===== config.mk =====
export PLATFORM = sky130hd
export DESIGN_NAME = hsst_frame_capture
export DESIGN_NICKNAME = d
export VERILOG_FILES = /design/src/rtl/hsst_cap_pkg.sv /design/src/rtl/hsst_cap_ram.sv /design/src/rtl/hsst_frame_capture.sv
export SDC_FILE = /design/constraint.sdc
export NUM_CORES = 2
export LEC_CHECK = 0
export ABC_CLOCK_PERIOD_IN_PS = 8500
export BUFFER_PORTS_ARGS = -buffer_cell sky130_fd_sc_hd__buf_2
export CAP_MARGIN = 20
export CORE_MARGIN = 1.5
export CORE_UTILIZATION = 45
export CTS_CLUSTER_SIZE = 10
export DETAILED_ROUTE_END_ITERATION = 8
export PLACE_DENSITY_LB_ADDON = 0.12
export SYNTH_ARGS = -nofsm -noshare
export SYNTH_HDL_FRONTEND = slang
export SYNTH_SLANG_ARGS = --single-unit

===== constraint.sdc =====
create_clock -name sys_clk -period 8.5 [get_ports sys_clk]
set_input_delay 0.425 -clock sys_clk [delete_from_list [all_inputs] [get_ports sys_clk]]
set_output_delay 0.425 -clock sys_clk [all_outputs]
set_load 0.01 [all_outputs]

===== src/rtl/hsst_cap_pkg.sv =====
`default_nettype none
// ============================================================================
// Module   : hsst_cap_pkg
// Purpose  : Shared definitions for the HSST frame-capture block.
//            - cap_state_e : capture FSM states (ARM is only reachable when
//                            the trigger option is compiled in)
//            - DROP_CNT_W  : width of the saturating drop counter
//            - lane_count(): number of sample lanes in one aligned word
// Revision : 1.0 - initial release
// ============================================================================
package hsst_cap_pkg;

  typedef enum logic [1:0] {
    ST_IDLE  = 2'd0,
    ST_ARM   = 2'd1,
    ST_FILL  = 2'd2,
    ST_DRAIN = 2'd3
  } cap_state_e;

  localparam int DROP_CNT_W = 16;

  function automatic int lane_count(input int in_w, input int sample_w);
    return in_w / sample_w;
  endfunction

endpackage
`default_nettype wire


===== src/rtl/hsst_cap_ram.sv =====
`default_nettype none
// ============================================================================
// Module   : hsst_cap_ram
// Purpose  : Simple dual-port RAM, DEPTH x W, one write port and one
//            synchronous read port, both on the same clock. Read data
//            appears one cycle after i_re and holds until the next read.
// Ports    : i_clk            clock
//            i_we/i_waddr/i_wdata   write port
//            i_re/i_raddr     read request
//            o_rdata          registered read data
// Revision : 1.0 - initial release
// ============================================================================
module hsst_cap_ram #(
  parameter int DEPTH = 256,
  parameter int W     = 8,
  parameter int AW    = $clog2(DEPTH)
) (
  input  logic          i_clk,
  input  logic          i_we,
  input  logic [AW-1:0] i_waddr,
  input  logic [W-1:0]  i_wdata,
  input  logic          i_re,
  input  logic [AW-1:0] i_raddr,
  output logic [W-1:0]  o_rdata
);

  logic [W-1:0] r_mem [DEPTH];
  logic [W-1:0] r_rdata;

  always_ff @(posedge i_clk) begin
    if (i_we) begin
      r_mem[i_waddr] <= i_wdata;
    end
    if (i_re) begin
      r_rdata <= r_mem[i_raddr];
    end
  end

  assign o_rdata = r_rdata;

endmodule
`default_nettype wire


===== src/rtl/hsst_frame_capture.sv =====
`default_nettype none
// ============================================================================
// Module   : hsst_frame_capture
// Purpose  : Captures data-only (non-K) samples from the aligned HSST RX word
//            stream into a frame buffer, then drains the frame over a
//            valid/ready stream with a last marker.
// Ports    : sys_clk, rst_n (async, active-low)
//            in_data/in_k/in_valid     aligned word stream
//            cfg_en                    level, arms capture
//            cfg_lane_sel              sample lane within in_data
//            cfg_frame_len             samples per frame (0 or >DEPTH = DEPTH)
//            out_data/out_valid/out_last/out_ready   sample stream
//            busy                      capture or drain in progress
//            drop_cnt                  samples dropped while draining (sat.)
//            trig_level                only with HSST_CAP_TRIG_EN
// Options  : HSST_CAP_TRIG_EN - adds trig_level and an ARM state that waits
//            for a rising crossing of trig_level before filling.
// Revision : 1.0 - initial release
// ============================================================================
module hsst_frame_capture
  import hsst_cap_pkg::*;
#(
  parameter int  IN_W     = 32,
  parameter int  SAMPLE_W = 8,
  parameter int  DEPTH    = 256,
  parameter int  AW       = $clog2(DEPTH),
  localparam int LANES    = lane_count(IN_W, SAMPLE_W),
  localparam int LSW      = (LANES > 1) ? $clog2(LANES) : 1
) (
  input  logic                  sys_clk,
  input  logic                  rst_n,
  input  logic [IN_W-1:0]       in_data,
  input  logic [IN_W/8-1:0]     in_k,
  input  logic                  in_valid,
  input  logic                  cfg_en,
  input  logic [LSW-1:0]        cfg_lane_sel,
  input  logic [AW:0]           cfg_frame_len,
`ifdef HSST_CAP_TRIG_EN
  input  logic [SAMPLE_W-1:0]   trig_level,
`endif
  output logic [SAMPLE_W-1:0]   out_data,
  output logic                  out_valid,
  output logic                  out_last,
  input  logic                  out_ready,
  output logic                  busy,
  output logic [DROP_CNT_W-1:0] drop_cnt
);

  localparam logic [AW:0]           C_DEPTH    = (AW+1)'(DEPTH);
  localparam logic [AW:0]           C_ONE      = (AW+1)'(1);
  localparam logic [DROP_CNT_W-1:0] C_DROP_MAX = '1;

  cap_state_e            r_state;
  logic [AW:0]           r_flen;
  logic [AW-1:0]         r_wptr;
  logic [AW:0]           r_rptr;
  logic                  r_pend;
  logic                  r_pend_last;
  logic                  r_out_valid;
  logic                  r_out_last;
  logic [SAMPLE_W-1:0]   r_out_data;
  logic                  r_sk_valid;
  logic                  r_sk_last;
  logic [SAMPLE_W-1:0]   r_sk_data;
  logic [DROP_CNT_W-1:0] r_drop_cnt;

  logic                  w_acc;
  logic [SAMPLE_W-1:0]   w_sample;
  logic [AW:0]           w_flen_cfg;
  logic [AW:0]           w_flen_m1;
  logic                  w_wr_last;
  logic                  w_we;
  logic                  w_pop;
  logic                  w_issue;
  logic [1:0]            w_occ;
  logic [SAMPLE_W-1:0]   w_rdata;

  assign w_acc      = in_valid && (in_k == '0);
  assign w_flen_cfg = ((cfg_frame_len == '0) || (cfg_frame_len > C_DEPTH)) ? C_DEPTH : cfg_frame_len;
  assign w_flen_m1  = r_flen - C_ONE;
  assign w_wr_last  = ({1'b0, r_wptr} == w_flen_m1);
  assign w_pop      = r_out_valid && out_ready;

  // Lanes that do not exist (non power-of-two lane count) fall back to lane 0.
  always_comb begin
    w_sample = in_data[SAMPLE_W-1:0];
    for (int n = 1; n < LANES; n++) begin
      if (cfg_lane_sel == LSW'(n)) begin
        w_sample = in_data[n*SAMPLE_W +: SAMPLE_W];
      end
    end
  end

`ifdef HSST_CAP_TRIG_EN
  logic r_have_prev;
  logic r_prev_lt;
  logic w_trig_hit;
  assign w_trig_hit = r_have_prev && r_prev_lt && (w_sample >= trig_level);
`endif

  always_comb begin
    w_we = 1'b0;
    case (r_state)
      ST_FILL: w_we = cfg_en && w_acc;
`ifdef HSST_CAP_TRIG_EN
      ST_ARM:  w_we = cfg_en && w_acc && w_trig_hit;
`endif
      default: w_we = 1'b0;
    endcase
  end

  // --------------------------------------------------------------------------
  // Capture FSM and write pointer
  // --------------------------------------------------------------------------
  always_ff @(posedge sys_clk or negedge rst_n) begin
    if (!rst_n) begin
      r_state <= ST_IDLE;
      r_flen  <= C_DEPTH;
      r_wptr  <= '0;
`ifdef HSST_CAP_TRIG_EN
      r_have_prev <= 1'b0;
      r_prev_lt   <= 1'b0;
`endif
    end else begin
      case (r_state)
        ST_IDLE: begin
          if (cfg_en) begin
            r_flen <= w_flen_cfg;
            r_wptr <= '0;
`ifdef HSST_CAP_TRIG_EN
            r_have_prev <= 1'b0;
            r_prev_lt   <= 1'b0;
            r_state     <= ST_ARM;
`else
            r_state <= ST_FILL;
`endif
          end
        end
`ifdef HSST_CAP_TRIG_EN
        ST_ARM: begin
          if (!cfg_en) begin
            r_state <= ST_IDLE;
          end else if (w_acc) begin
            if (w_trig_hit) begin
              // The crossing sample itself lands at address 0.
              r_wptr  <= AW'(1);
              r_state <= (r_flen == C_ONE) ? ST_DRAIN : ST_FILL;
            end else begin
              r_have_prev <= 1'b1;
              r_prev_lt   <= (w_sample < trig_level);
            end
          end
        end
`endif
        ST_FILL: begin
          if (!cfg_en) begin
            r_state <= ST_IDLE;
          end else if (w_acc) begin
            r_wptr <= r_wptr + AW'(1);
            if (w_wr_last) begin
              r_state <= ST_DRAIN;
            end
          end
        end
        ST_DRAIN: begin
          if (w_pop && r_out_last) begin
            r_state <= ST_IDLE;
          end
        end
        default: r_state <= ST_IDLE;
      endcase
    end
  end

  // --------------------------------------------------------------------------
  // Drain path: RAM read -> output register, with a one-entry skid so that a
  // read already in flight when the consumer stalls has somewhere to land.
  // A read is issued only if, counting it, at most two samples will be held
  // (output + skid) once it returns.
  // --------------------------------------------------------------------------
  assign w_occ   = 2'(r_out_valid) + 2'(r_sk_valid) + 2'(r_pend);
  assign w_issue = (r_state == ST_DRAIN) && (r_rptr < r_flen) &&
                   (w_pop ? (w_occ <= 2'd2) : (w_occ <= 2'd1));

  always_ff @(posedge sys_clk or negedge rst_n) begin
    if (!rst_n) begin
      r_rptr      <= '0;
      r_pend      <= 1'b0;
      r_pend_last <= 1'b0;
      r_out_valid <= 1'b0;
      r_out_last  <= 1'b0;
      r_out_data  <= '0;
      r_sk_valid  <= 1'b0;
      r_sk_last   <= 1'b0;
      r_sk_data   <= '0;
    end else begin
      if (r_state == ST_IDLE) begin
        r_rptr <= '0;
      end else if (w_issue) begin
        r_rptr <= r_rptr + C_ONE;
      end
      r_pend      <= w_issue;
      r_pend_last <= w_issue && (r_rptr == w_flen_m1);

      if (!r_out_valid || w_pop) begin
        if (r_sk_valid) begin
          r_out_valid <= 1'b1;
          r_out_data  <= r_sk_data;
          r_out_last  <= r_sk_last;
          r_sk_valid  <= r_pend;
          r_sk_data   <= w_rdata;
          r_sk_last   <= r_pend_last;
        end else begin
          r_out_valid <= r_pend;
          r_out_last  <= r_pend && r_pend_last;
          if (r_pend) begin
            r_out_data <= w_rdata;
          end
        end
      end else if (r_pend) begin
        r_sk_valid <= 1'b1;
        r_sk_data  <= w_rdata;
        r_sk_last  <= r_pend_last;
      end
    end
  end

  always_ff @(posedge sys_clk or negedge rst_n) begin
    if (!rst_n) begin
      r_drop_cnt <= '0;
    end else if ((r_state == ST_DRAIN) && w_acc && (r_drop_cnt != C_DROP_MAX)) begin
      r_drop_cnt <= r_drop_cnt + DROP_CNT_W'(1);
    end
  end

  hsst_cap_ram #(
    .DEPTH (DEPTH),
    .W     (SAMPLE_W),
    .AW    (AW)
  ) u_ram (
    .i_clk   (sys_clk),
    .i_we    (w_we),
    .i_waddr (r_wptr),
    .i_wdata (w_sample),
    .i_re    (w_issue),
    .i_raddr (r_rptr[AW-1:0]),
    .o_rdata (w_rdata)
  );

  assign out_data  = r_out_data;
  assign out_valid = r_out_valid;
  assign out_last  = r_out_last;
  assign busy      = (r_state != ST_IDLE);
  assign drop_cnt  = r_drop_cnt;

endmodule
`default_nettype wire


==> impl_metrics.ini <==
[run_status]
outcome = completed

[synth]
async_reset_ff_share_pct = 3.11
ys_types = 64
yosysMostFrequentCell = edfxtp_1
yosysWarnings = 0
ys_ff_latch = 2122
synth_area_um2 = 83500
synth_top_area_share_pct = 74.0
synthTopCellsByArea = edfxtp_1 74%, mux4_2 13%, mux2i_1 2.7%
syn_inst = 4118
syn-num-nets = 4188
synth_edf_count = 2056
seq_area_frac_synth_pct = 75.9
synth_ff_type = edfxtp_1
synth_area_leader_cell = edfxtp_1
syn_area_per_cell_um2 = 20.3
yosys-top-cells-count = 2056 x edfxtp_1, 486 x mux4_2, 312 x nor2_1

[worst_setup_path]
arrival_ns = 5.07
crit_type = reg -> reg
cp.buffers_inverters = 1
r2r_cells = 6
r2r-end = u_ram.o_rdata[5]$_DFFE_PP_
slowest_stage = dfrtp_4
path_delay_family = compound AO/OA/AOI/OAI gates
reg2reg_slack_ns = 4.05
worstPathRequired_ns = 9.11
start_kind = flip-flop
cp_cell_sequence = buf_12, mux4_2, mux4_2, a211oi_1, a211oi_1, or3_1
r2r_start = r_rptr[1]$_DFFE_PN0P_
worstSetupPathDepth = 6
slowest_delay_ns = 0.95
cp_max_fo = 99
endpoint_kind = flip-flop

[global_routing]
grt_max_degree = 181
grt_pass1_vias = 41770
track_usage_pct = 23.8
antenna_found_initial = 11
grt.overflow.total = 0
grt_pass1_wl_um = 317000

[flow_run]
drv_cap = 0

[power]
leakage_nw = 28.3
internal_power_w = 0.0168
swShare_pct = 20.5
power.density_nw_per_um2 = 226
share_seq_of_total_power_pct = 55.2
ir_worst_vdd_v = 0.000225
p_comb_share_pct = 2.4
p_sw_w = 0.00432
clock_power_share_pct = 42.4

[routing]
via_per_inst = 6.02
vias = 41270
dr.pass1.iters = 6
drc = 0
routed_wl_um = 222000
drtIter0Drc = 4854
wl_per_cell_um = 32.4
ant_nets = 0

[floorplanning]
die_h_um = 434
die_x_um = 434
core_area_um2 = 184000
row_count = 157
start_util_pct = 45.4
die_area_um2 = 188000
io_pins = 79

[sta]
setup_viol = 0
final_max_slew_viol_count = 0
holdWs_ns = 0.137
tightest_slew_ns = 1.17
finalSetupTns_ns = 0
finClkSkew_ns = 0.0589
fmax_mhz = 225
timing.final.crit_share_pct = 52.4
max_slew_margin_pct = 22.0
finalHoldViolCount = 0
rsz0062_at_grt = no
period_minus_slack_ns = 4.45

[cts]
cts.sinks = 2122
post_cts_buffers = 0
h-tree-depth = 4
cts_tree = yes
path_clk_slew_ns = 0.06
cts_root_buf = clkbuf_16
cts_buffers = 235
clk_latency_ns = 0.88
cts_buffer_depth = 3

[placed_design]
numPortBuffers = 78
dp_hpwl_um = 132000
routabilityCongestion = 0.805
place_area_um2 = 86600

[finish]
syn_to_final_growth_pct = 11.8
design_area_um2 = 93300
seq_area_um2 = 63400
layout.nets = 4364
multi_input_area_um2 = 18900
fillers = 14530
drive_gt1_share_pct = 21.8

[worst_hold_path]
hp-start = in_data[6]
hold_end = u_ram.r_mem[214][6]$_DFFE_PP_
min_path_cells = 2
worstHoldPathType = in -> reg
[through the flow]
step	util [%]	setup WS [ns]	instances	total power, W
3_5_place_dp	47.2	3.81	6504	0.0124
5_1_grt	50.8	3.81	6849	0.0217
2_1_floorplan	-	4.93	4118	0.0121
4_1_cts	50.8	4.02	6847	0.0213
6_report	50.8	4.05	6851	0.0211
3_3_place_gp	47.2	3.92	6504	0.0124
[placed cells by master (no fill, tap or decap), types with 60 or more instances in the layout]
master,netlist,final
o21ai_0,67,67
mux4_2,486,478
nor2_1,312,308
mux2i_1,222,222
edfxtp_1,2056,2056
buf_2,78,78
buf_4,25,72
a21oi_1,74,74
clkbuf_1,89,69
dfrtp_1,65,60
clkbuf_16,0,240
nand2_1,183,171
[registers in the layout (all words and copies together) (netlist names)]
| signal | flops |
|---|---|
| r_sk_last | 1 |
| r_sk_data | 8 |
| r_flen | 9 |
| u_ram.o_rdata | 8 |
| r_rptr | 9 |
| r_wptr | 8 |
| r_sk_valid | 1 |
| r_pend | 1 |
| out_last | 1 |
| r_pend_last | 1 |
| out_data | 8 |
| r_state | 2 |
| drop_cnt | 16 |
| u_ram.r_mem | 2048 |
| out_valid | 1 |
[worst reg2reg max path, stage by stage, from the launching register on]
cell,delay (ns)
dfrtp_4,0.95
buf_12,0.54
mux4_2,0.66
mux4_2,0.57
a211oi_1,0.75
a211oi_1,0.30
or3_1,0.44
[routing by layer]
layer | track usage, % | vias up | share of wire (%)
met5 | 0 | - | 0.017
met4 | 6.27 | 6 | 2.4
met3 | 3.83 | 287 | 7.1
met2 | 36.0 | 1733 | 46
met1 | 36.1 | 22084 | 45
li1 | - | 17160 | -
[how the worst max path moves through the flow]
stage / start / end / slack (ns)
3_3_place_gp: in_k[1] / u_ram.r_mem[135][1]$_DFFE_PP_ / 3.92
4_1_cts: r_rptr[0]$_DFFE_PN0P_ / u_ram.o_rdata[5]$_DFFE_PP_ / 4.02
5_1_grt: r_rptr[0]$_DFFE_PN0P_ / u_ram.o_rdata[5]$_DFFE_PP_ / 3.81
2_1_floorplan: r_rptr[0]$_DFFE_PN0P_ / r_rptr[8]$_DFFE_PN0P_ / 4.93
3_5_place_dp: in_k[1] / u_ram.r_mem[169][3]$_DFFE_PP_ / 3.81
6_report: r_rptr[1]$_DFFE_PN0P_ / u_ram.o_rdata[5]$_DFFE_PP_ / 4.05
[cells by family (layout without fill, tap and decap cells)]
family	after synthesis	count (layout)	synth area share (%)
adders and majority gates	19	19	0.291
muxes	721	721	15.9
DFF	2122	2122	75.9
AOI/OAI and AO/OA	335	335	2.65
other	0	2	0
and+or+nand+nor	615	615	3.10
buffers and inverters	258	525	1.56
xor gates and xnor gates	48	48	0.504
[area by class of cell]
cell class                 instances  share of cell area [%]
tap                             2464                    3.30
antenna                            2                 0.00536
multi-input combinational       1738                    20.3
clock inverter                    19                   0.239
inverter                          20                  0.0885
clock buffer                     309                    6.71
timing repair buffer             177                    1.41
sequential                      2122                    68.0
[power by group through the flow]
| stage | registers [W] | logic [W] | clock network [W] |
|---|---|---|---|
| floorplan | 0.0119 | 0.000210 | 0 |
| global placement | 0.0119 | 0.000506 | 0 |
| detailed placement | 0.0119 | 0.000511 | 0 |
| CTS | 0.0117 | 0.000514 | 0.00910 |
| global route | 0.0117 | 0.000545 | 0.00947 |
| finish | 0.0117 | 0.000499 | 0.00894 |
[what timing repair did]
item / in CTS / in global routing
endpoints found under the setup margin: 0 / 0
gates resized for setup: 0 / 0
hold buffers: 15 / 0
endpoints found under the hold margin: 77 / 0
Note: power is estimated with default switching activity, not from simulation.
